[config.mk]
export PLATFORM = sky130hd
export DESIGN_NAME = instr_encoder
export DESIGN_NICKNAME = d
export VERILOG_FILES = /design/src/rtl/instr_encoder.sv
export SDC_FILE = /design/constraint.sdc
export NUM_CORES = 1
export LEC_CHECK = 0
export ABC_AREA = 1
export CORE_MARGIN = 1
export CORE_UTILIZATION = 24
export DETAILED_ROUTE_END_ITERATION = 16
export PLACE_DENSITY_LB_ADDON = 0.08
export SLEW_MARGIN = 20
export SYNTH_ARGS = -nofsm -noshare
export SYNTH_HDL_FRONTEND = slang
export SYNTH_SLANG_ARGS = --single-unit
export TNS_END_PERCENT = 20
[constraint.sdc]
create_clock -name clk -period 4.6 [get_ports clk]
set_input_delay 0.92 -clock clk [delete_from_list [all_inputs] [get_ports clk]]
set_output_delay 0.92 -clock clk [all_outputs]
set_load 0.05 [all_outputs]
[src/rtl/instr_encoder.sv]
// ---------------------------------------------------------------------------
// instr_encoder
//
// Purpose:
//   Turns decoded RV32I instruction requests (opcode class, register indices,
//   funct fields and a signed byte immediate) into 32-bit instruction words.
//   Each word is tagged with the byte address it will occupy in instruction
//   memory. Tagged words are buffered in a small FIFO for the memory writer.
//
// Parameters:
//   BASE_ADDR  byte address given to the first word enqueued after reset
//   DEPTH      output FIFO entries (power of two, >= 2)
//
// Ports:
//   clk         single clock, all state updates on the rising edge
//   rst         synchronous active-high reset
//   req_valid   request present
//   req_ready   request accepted this cycle when req_valid is also high
//   req_opcode  instruction class opcode
//   req_funct3  funct3 field
//   req_funct7  instruction bit 30 (SUB / arithmetic-shift variant)
//   req_rd      destination register index
//   req_rs1     first source register index
//   req_rs2     second source register index
//   req_imm     signed byte immediate (U-type uses the upper 20 bits)
//   out_valid   head FIFO entry valid
//   out_ready   consumer takes the head entry
//   out_instr   encoded instruction word of the head entry
//   out_addr    byte address of the head entry
//   err         one-cycle pulse after a rejected opcode or truncated immediate
//   fifo_count  number of entries held
// ---------------------------------------------------------------------------
module instr_encoder #(
  parameter logic [31:0] BASE_ADDR = 32'h0,
  parameter int          DEPTH     = 2
) (
  input  logic                       clk,
  input  logic                       rst,
  input  logic                       req_valid,
  output logic                       req_ready,
  input  logic [6:0]                 req_opcode,
  input  logic [2:0]                 req_funct3,
  input  logic                       req_funct7,
  input  logic [4:0]                 req_rd,
  input  logic [4:0]                 req_rs1,
  input  logic [4:0]                 req_rs2,
  input  logic [31:0]                req_imm,
  output logic                       out_valid,
  input  logic                       out_ready,
  output logic [31:0]                out_instr,
  output logic [31:0]                out_addr,
  output logic                       err,
  output logic [$clog2(DEPTH):0]     fifo_count
);

  localparam int PW = $clog2(DEPTH);
  localparam int CW = PW + 1;

  localparam logic [6:0] OP_R     = 7'b0110011;
  localparam logic [6:0] OP_LOAD  = 7'b0000011;
  localparam logic [6:0] OP_ALU   = 7'b0010011;
  localparam logic [6:0] OP_STORE = 7'b0100011;
  localparam logic [6:0] OP_BR    = 7'b1100011;
  localparam logic [6:0] OP_AUIPC = 7'b0010111;
  localparam logic [6:0] OP_LUI   = 7'b0110111;
  localparam logic [6:0] OP_JALR  = 7'b1100111;
  localparam logic [6:0] OP_JAL   = 7'b1101111;

  logic [31:0]   instr_mem [DEPTH];
  logic [31:0]   addr_mem  [DEPTH];
  logic [PW-1:0] wr_ptr;
  logic [PW-1:0] rd_ptr;
  logic [CW-1:0] count;
  logic [31:0]   next_addr;

  logic [31:0]   enc_word;
  logic          enc_supported;
  logic          enc_trunc;
  logic          fits12;
  logic          fits13;
  logic          fits21;
  logic          accept;
  logic          enq;
  logic          pop;

  // Handshake decode. req_ready depends only on registered occupancy and
  // rst, so the consumer's out_ready never ripples through to the producer;
  // a full FIFO therefore refuses a request even if a pop happens that cycle.
  always_comb begin
    req_ready = !rst && (count != CW'(DEPTH));
    out_valid = (count != '0);
    accept    = req_valid && req_ready;
    pop       = out_valid && out_ready;
    enq       = accept && enc_supported;
  end

  // Signed-range tests: an immediate fits an N-bit signed field when every
  // bit above the field's sign bit is a copy of that sign bit.
  always_comb begin
    fits12 = (req_imm[31:11] == {21{req_imm[11]}});
    fits13 = (req_imm[31:12] == {20{req_imm[12]}});
    fits21 = (req_imm[31:20] == {12{req_imm[20]}});
  end

  // Instruction encoder. Every supported class always produces a word from
  // the low immediate bits; enc_trunc only flags that bits were lost (or a
  // branch/jump offset was odd). Shift-immediate ALU ops carry a 5-bit
  // unsigned shamt, so they flag anything outside 0..31.
  always_comb begin
    enc_word      = '0;
    enc_supported = 1'b1;
    enc_trunc     = 1'b0;
    case (req_opcode)
      OP_R: begin
        enc_word = {1'b0, req_funct7, 5'b0, req_rs2, req_rs1, req_funct3,
                    req_rd, req_opcode};
      end
      OP_LOAD, OP_JALR: begin
        enc_word  = {req_imm[11:0], req_rs1, req_funct3, req_rd, req_opcode};
        enc_trunc = !fits12;
      end
      OP_ALU: begin
        if (req_funct3 == 3'b001 || req_funct3 == 3'b101) begin
          enc_word  = {1'b0, req_funct7, 5'b0, req_imm[4:0], req_rs1,
                       req_funct3, req_rd, req_opcode};
          enc_trunc = (req_imm[31:5] != '0);
        end else begin
          enc_word  = {req_imm[11:0], req_rs1, req_funct3, req_rd, req_opcode};
          enc_trunc = !fits12;
        end
      end
      OP_STORE: begin
        enc_word  = {req_imm[11:5], req_rs2, req_rs1, req_funct3,
                     req_imm[4:0], req_opcode};
        enc_trunc = !fits12;
      end
      OP_BR: begin
        enc_word  = {req_imm[12], req_imm[10:5], req_rs2, req_rs1, req_funct3,
                     req_imm[4:1], req_imm[11], req_opcode};
        enc_trunc = !fits13 || req_imm[0];
      end
      OP_AUIPC, OP_LUI: begin
        enc_word = {req_imm[31:12], req_rd, req_opcode};
      end
      OP_JAL: begin
        enc_word  = {req_imm[20], req_imm[10:1], req_imm[11], req_imm[19:12],
                     req_rd, req_opcode};
        enc_trunc = !fits21 || req_imm[0];
      end
      default: begin
        enc_supported = 1'b0;
      end
    endcase
  end

  // FIFO storage. Contents need no reset: nothing is visible unless the
  // occupancy count says the slot holds a live entry.
  always_ff @(posedge clk) begin
    if (enq) begin
      instr_mem[wr_ptr] <= enc_word;
      addr_mem[wr_ptr]  <= next_addr;
    end
  end

  // Pointers, occupancy, address counter and the error pulse. Pointers are
  // PW bits wide so they wrap modulo DEPTH on their own. The address only
  // advances when a word is actually enqueued, so a rejected opcode leaves
  // the next word with the address it would have had anyway. An accept and
  // a pop in the same cycle cancel in the count.
  always_ff @(posedge clk) begin
    if (rst) begin
      wr_ptr    <= '0;
      rd_ptr    <= '0;
      count     <= '0;
      next_addr <= BASE_ADDR;
      err       <= 1'b0;
    end else begin
      if (enq) begin
        wr_ptr    <= wr_ptr + PW'(1);
        next_addr <= next_addr + 32'd4;
      end
      if (pop) begin
        rd_ptr <= rd_ptr + PW'(1);
      end
      case ({enq, pop})
        2'b10:   count <= count + CW'(1);
        2'b01:   count <= count - CW'(1);
        default: count <= count;
      endcase
      err <= accept && (!enc_supported || enc_trunc);
    end
  end

  // Head presentation. Outputs are forced to zero when the FIFO is empty so
  // stale storage never leaks out after reset or a drain.
  always_comb begin
    out_instr  = out_valid ? instr_mem[rd_ptr] : '0;
    out_addr   = out_valid ? addr_mem[rd_ptr]  : '0;
    fifo_count = count;
  end

endmodule

---- After elaboration in Yosys (flattened, before gate mapping) ----
Memories as Yosys holds them, arrays and structs flattened. A register that Yosys moved wholly into a read port is not among the register bits.
Index checks and enable logic that the tools add are counted.
word-level totals
  register bits ........................... 37
  bits in latches ......................... 0
  RAM bits ................................ 128
  memory bits (read-only) ................. 0
  input port bits ......................... 62
  word-level logic and storage cells ...... 64
  memories kept ........................... 2
operators by class
  add/subtract/negate cells ............... 5
  $mul .................................... 0
  divide/modulo/power cells ............... 0
  magnitude comparators ................... 0
  equality and inequality tests ........... 17
  shift operators ......................... 0
  multiplexer cells ....................... 14
  bitwise operators ....................... 0
  reductions and logical operators ........ 21
memory list
  memory     depth  width  rd ports  clocked after memory_dff  wr ports  RTL line  source
  addr_mem   2      32     1         1                         1         70        logic [31:0] addr_mem [DEPTH];
  instr_mem  2      32     1         1                         1         69        logic [31:0] instr_mem [DEPTH];
operators with widths
  kind                                           count
  case mux 32 bit (7 select lines)               1
  two-way mux 32 bit                             3
  adder 32 x 3 -> 32 bit, second input constant  1
  nonzero test 27 bit                            1
  == test 7 x 6 -> 1 bit, second input constant  3
  == test 7 bit, second input constant           3
  == test 20 bit                                 1
  == test 19 bit                                 1
  == test 7 x 5 -> 1 bit, second input constant  2
  == test 11 bit                                 1
  OR reduction 9 bit                             1
  two-way mux 1 bit                              8
  == test 7 x 2 -> 1 bit, second input constant  1
  logical AND 1 bit                              5
  logical NOT 1 bit                              5
  logical OR 1 bit                               4
  case mux 1 bit (4 select lines)                1
  case mux 2 bit (2 select lines)                1
  nonzero test 2 bit                             2
  OR reduction 2 bit                             2
  == test 3 x 1 -> 1 bit, second input constant  1
  == test 3 bit, second input constant           1
  OR reduction 3 bit                             1
  adder 1 bit, second input constant             2
  5 further kinds                                5

---- Longest topological paths before layout ----
  depth after elaboration ................. 6
  depth in mapped cells ................... 14
  mapped depth without buffers ............ 13

---- Worst setup path after synthesis ----
Ideal clock, no wire load.
  path type ............................... in2reg
  start point ............................. in rst
  end point ............................... mem addr_mem[0][10], enable pin
  setup time .............................. 0.482 ns
  arrival time ............................ 4.871 ns
  required time ........................... 4.118 ns
  path slack .............................. -0.753 ns
  stages on the path ...................... 5
  path buffers ............................ 1
  path through ............................ a21oi_1 and2_1 nand2_4 buf_4 nor2_1
between the ends
  cells in the longest elaborated chain, start to end .. 6
ends and longest elaborated chain
  item                                     RTL line  source
  from (decl)                              38        input logic rst,
  logical NOT 1 bit                        90        req_ready = !rst && (count != CW'(DEPTH));
  logical AND 1 bit                        90
  logical AND 1 bit                        92        accept = req_valid && req_ready;
  logical AND 1 bit                        94        enq = accept && enc_supported;
  two-way mux 1 bit                        159       if (enq) begin
  two-way mux 1 bit (implied by the code)  161       addr_mem[wr_ptr] <= next_addr;
  to (decl)                                70
No other way between the ends.

==> run summary <==
The flow ran to the end, and the final reports show no timing, DRC or antenna violations. The tools report the aggregate negative setup slack as 0 ps. Compared with the post-synthesis result, the final layout area differs by 30.1%. The area of the core was 31700 um2; the overall die width was 182 um. Using the TritonRoute via totals, the vias-per-cell ratio works out to 4.39. For this run, the slowest stage of the critical path takes 870 ps. The number of pins with negative max-slew slack in the final report was 0; the clock period minus worst slack was 3650 ps. The critical path is of the reg -> out type.

The required time of the critical path came out at 3680 ps. Yosys attributes the largest share of cell area to edfxtp_1 (48%), nand2_1 (16%), dfxtp_1 (9.3%), a21oi_1 (6.2%), nor2_1 (3.6%). Count of flip-flops with a built-in enable after synthesis: 124. The worst setup path is launched from a flip-flop. The class of the most critical hold timing path was reg -> reg.

Once the floorplan was initialized, standard cells occupied 24.5% of the core. Setup repair after global routing left no endpoint under its margin. In this run the remaining antenna-violating nets after routing total 0. The via count of the first global-routing pass is 6298. At the later pin of the worst-skew pair, clock insertion delay measures 430 ps. Of all nets on the critical path, the largest fanout is 41.

Buffers added to address setup during post-CTS repair amount to 0. The detailed router placed 6360 vias in this run. The tool flagged a number of max-cap violations equal to 0. Headroom to the max-slew limit came out at 58.3%. Summed over all layers, the routed wires come to 24200 um. Clock tree synthesis inserted a total of 17 buffers. The leakage power came out at 0.00361 uW. CTS saw 160 sinks. TritonCTS built the clock tree. The buffer depth of the longest clock path was 2; the die height was 182 um. The number of placed cells counting well taps was 1416. For the hold buffer count at CTS, the log shows 0. The count of final setup violators is 0, and the multi-input gate area in the final layout is 2930 um2.

The number of search-and-repair iterations in the first detailed-routing pass is 4, and the top cell type's share of synthesized area is 48.0%. Once detailed placement completed, the half-perimeter wirelength came to 17100 um. The transition at the pin with the smallest max-transition slack came out at 621 ps.

Cell with the largest stage delay on the worst path: clkdlybuf4s50_1. For the final hold violation count, the log shows 0. Summing all flip-flop and latch instances after layout gives 4450 um2. Of all flip-flops after synthesis, the portion carrying an async set or reset was 0%. Overall power consumption after layout is estimated at 3220 uW. The portion of the clock cycle consumed by the worst path in the final layout came out at 79.3%. In this run the number of H-tree levels came out at 4. For this run, the top clock speed supported by timing is 0.274 GHz. After detailed routing, the number of remaining DRC violations is 0.

For this design the ratio of total power to cell area is 319 nW/um2. Of the cells placed in the final design, the portion with a size suffix greater than 1 is 5.45%. Primary flip-flop cell chosen by synthesis mapping: edfxtp_1. The arrival time at the worst endpoint was 2730 ps. In this run, post-CTS repair resized a total of 0 instances. The number of fill cells was 3327. The detailed router finished its first iteration with 347 violations. The first global-routing pass estimated 37600 um of wire.

The number of cells produced by synthesis came out at 909. In the final routed layout, each cell accounts on average for 16.7 um. The logs give 0 for the number of antenna violations at the first check in global routing and 35 for the number of distinct standard cells referenced by the synthesized netlist. After clock tree synthesis, the clock-pin slew on the worst setup and hold paths is 60 ps.

The largest total area in the synthesized netlist belongs to edfxtp_1. The tools report the master cell of the clock root buffer as clkbuf_16. In this run the count of I/O pins placed on the die edge is 131.

For this run the aggregate overflow at the end of global routing stands at 0. The diode insertion count for antenna repair is 0. The floorplan die area is 33000 um2, and the mean instance size in the synthesized netlist is 8.53 um2.

Between clock sinks in the finished design, the worst skew comes to 10.2 ps. The critical path goes through inv_2 -> buf_12 -> nand2_1 -> a21oi_1 -> clkdlybuf4s50_1. In the global route stage, overall resource usage came out at 15.0%. Entering global routing, the biggest net connects 63 pins.

In this run the cell area of the synthesized design comes to 7760 um2. The final-stage net count came out at 1098. The floorplan row count is 65.

The congestion estimate from routability-driven global placement came to 0.805. In this run the tool buffered the top-level ports with 128 buffer cells. VDD sags by at most 0.202 mV. The worst setup path is captured at an output pin. After synthesis, flip-flops and latches occupy 57.3% of the total area. In this run, synthesis produced a sequential element count of 160.

Yosys printed 0 warnings. Once layout is complete, the cells apart from fillers number 1448.
[metal layers]
metal | GRT usage (%) | wire (um)
met1 | 20.9 | 12000
met2 | 24.3 | 11200
met3 | 2.09 | 718
met4 | 3.86 | 222
met5 | 0 | 0
[cells in the final DEF (no fill, tap or decap), types with 2 or more instances in the layout]
cell             instances
xor2_1                  15
a22oi_1                  2
nor2_2                   4
dfxtp_1                 35
nand2_1                332
clkbuf_16               17
clkinv_2                 3
buf_12                   4
clkinv_4                 3
ha_1                     3
o22ai_1                  3
edfxtp_1               124
nor2_4                   3
o211ai_1                 2
o21ai_0                 39
nor2_1                  72
a21oi_1                 96
and2_1                   2
xnor2_1                  4
nand4_1                  8
clkdlybuf4s50_1        128
buf_4                    5
inv_1                   65
inv_6                    5
nand3b_1                 4
conb_1                   2
nand2_4                  3
nand3_1                 25
nand2_2                  3
inv_2                    3
nor3_1                  20
[synth_stat cells, types with 3 or more instances]
master,count
xor2_1,15
nand2_1,332
nor3_1,20
clkbuf_1,24
buf_4,3
nand3_1,25
o21ai_0,39
buf_2,3
ha_1,3
nor2_1,75
dfxtp_1,36
inv_2,3
nand2_2,3
inv_1,65
edfxtp_1,124
nand4_1,8
nand3b_1,4
nand2_4,3
o22ai_1,3
nor2_2,4
a21oi_1,96
xnor2_1,4
[through the flow]
step	hold slack (ps)	utilization, %	setup WS (ps)	cell area, um2
floorplan	426	-	-620	7760
global placement	425	30.1	922	9530
detailed placement	434	30.1	892	9530
CTS	452	31.8	906	10100
global route	483	31.8	771	10100
finish	453	31.8	952	10100
[sequential cells by signal, indices dropped and copies added (netlist names), named ones only]
name	flops
rd_ptr	1
fifo_count	2
err	1
next_addr	30
wr_ptr	1
instr_mem	64
addr_mem	60
[final timing paths]
check | from | endpoint | slack, ps | cells past startpoint
min reg2reg | rd_ptr$_SDFFE_PP0P_ | flip-flop | 450 | 1
max | flip-flop | out_instr[0] | 950 | 5
min | rd_ptr$_SDFFE_PP0P_ | flip-flop | 450 | 1
max reg2reg | fifo_count[0]$_SDFFE_PP0P_ | next_addr[10]$_SDFFE_PP0P_ | 2180 | 8
[worst max-delay path: cells and delay by family (launching register included)]
| kind | cells | cell delay, ps |
|---|---|---|
| DFF | 1 | 380 |
| and+or+nand+nor | 1 | 80 |
| AOI/OAI and AO/OA | 1 | 290 |
| buffers and inverters | 3 | 1500 |
[power breakdown]
part           internal [uW]  total [uW]  switching (uW)  leakage [uW]
Clock                    758        1390             637      0.000278
Sequential              1550        1550            3.84       0.00135
Combinational            101         277             176       0.00198
[area by class of cell]
type | count | area share (%)
Sequential cell | 160 | 44.0
Inverter | 69 | 2.57
Multi-Input combinational cell | 648 | 29.0
Tap cell | 402 | 4.98
Clock buffer | 18 | 4.25
Clock inverter | 14 | 1.33
Timing Repair Buffer | 137 | 13.9
[cells by family after synthesis]
| family | Yosys count | share of synthesized area [%] |
|---|---|---|
| xor+xnor | 19 | 2.15 |
| other cells | 1 | 0.0483 |
| simple gates | 479 | 25.0 |
| buf+inv | 102 | 5.32 |
| compound gates | 145 | 9.66 |
| fa+ha+maj | 3 | 0.484 |
| flops | 160 | 57.3 |
No activity file was read; power rests on OpenSTA's default activity.
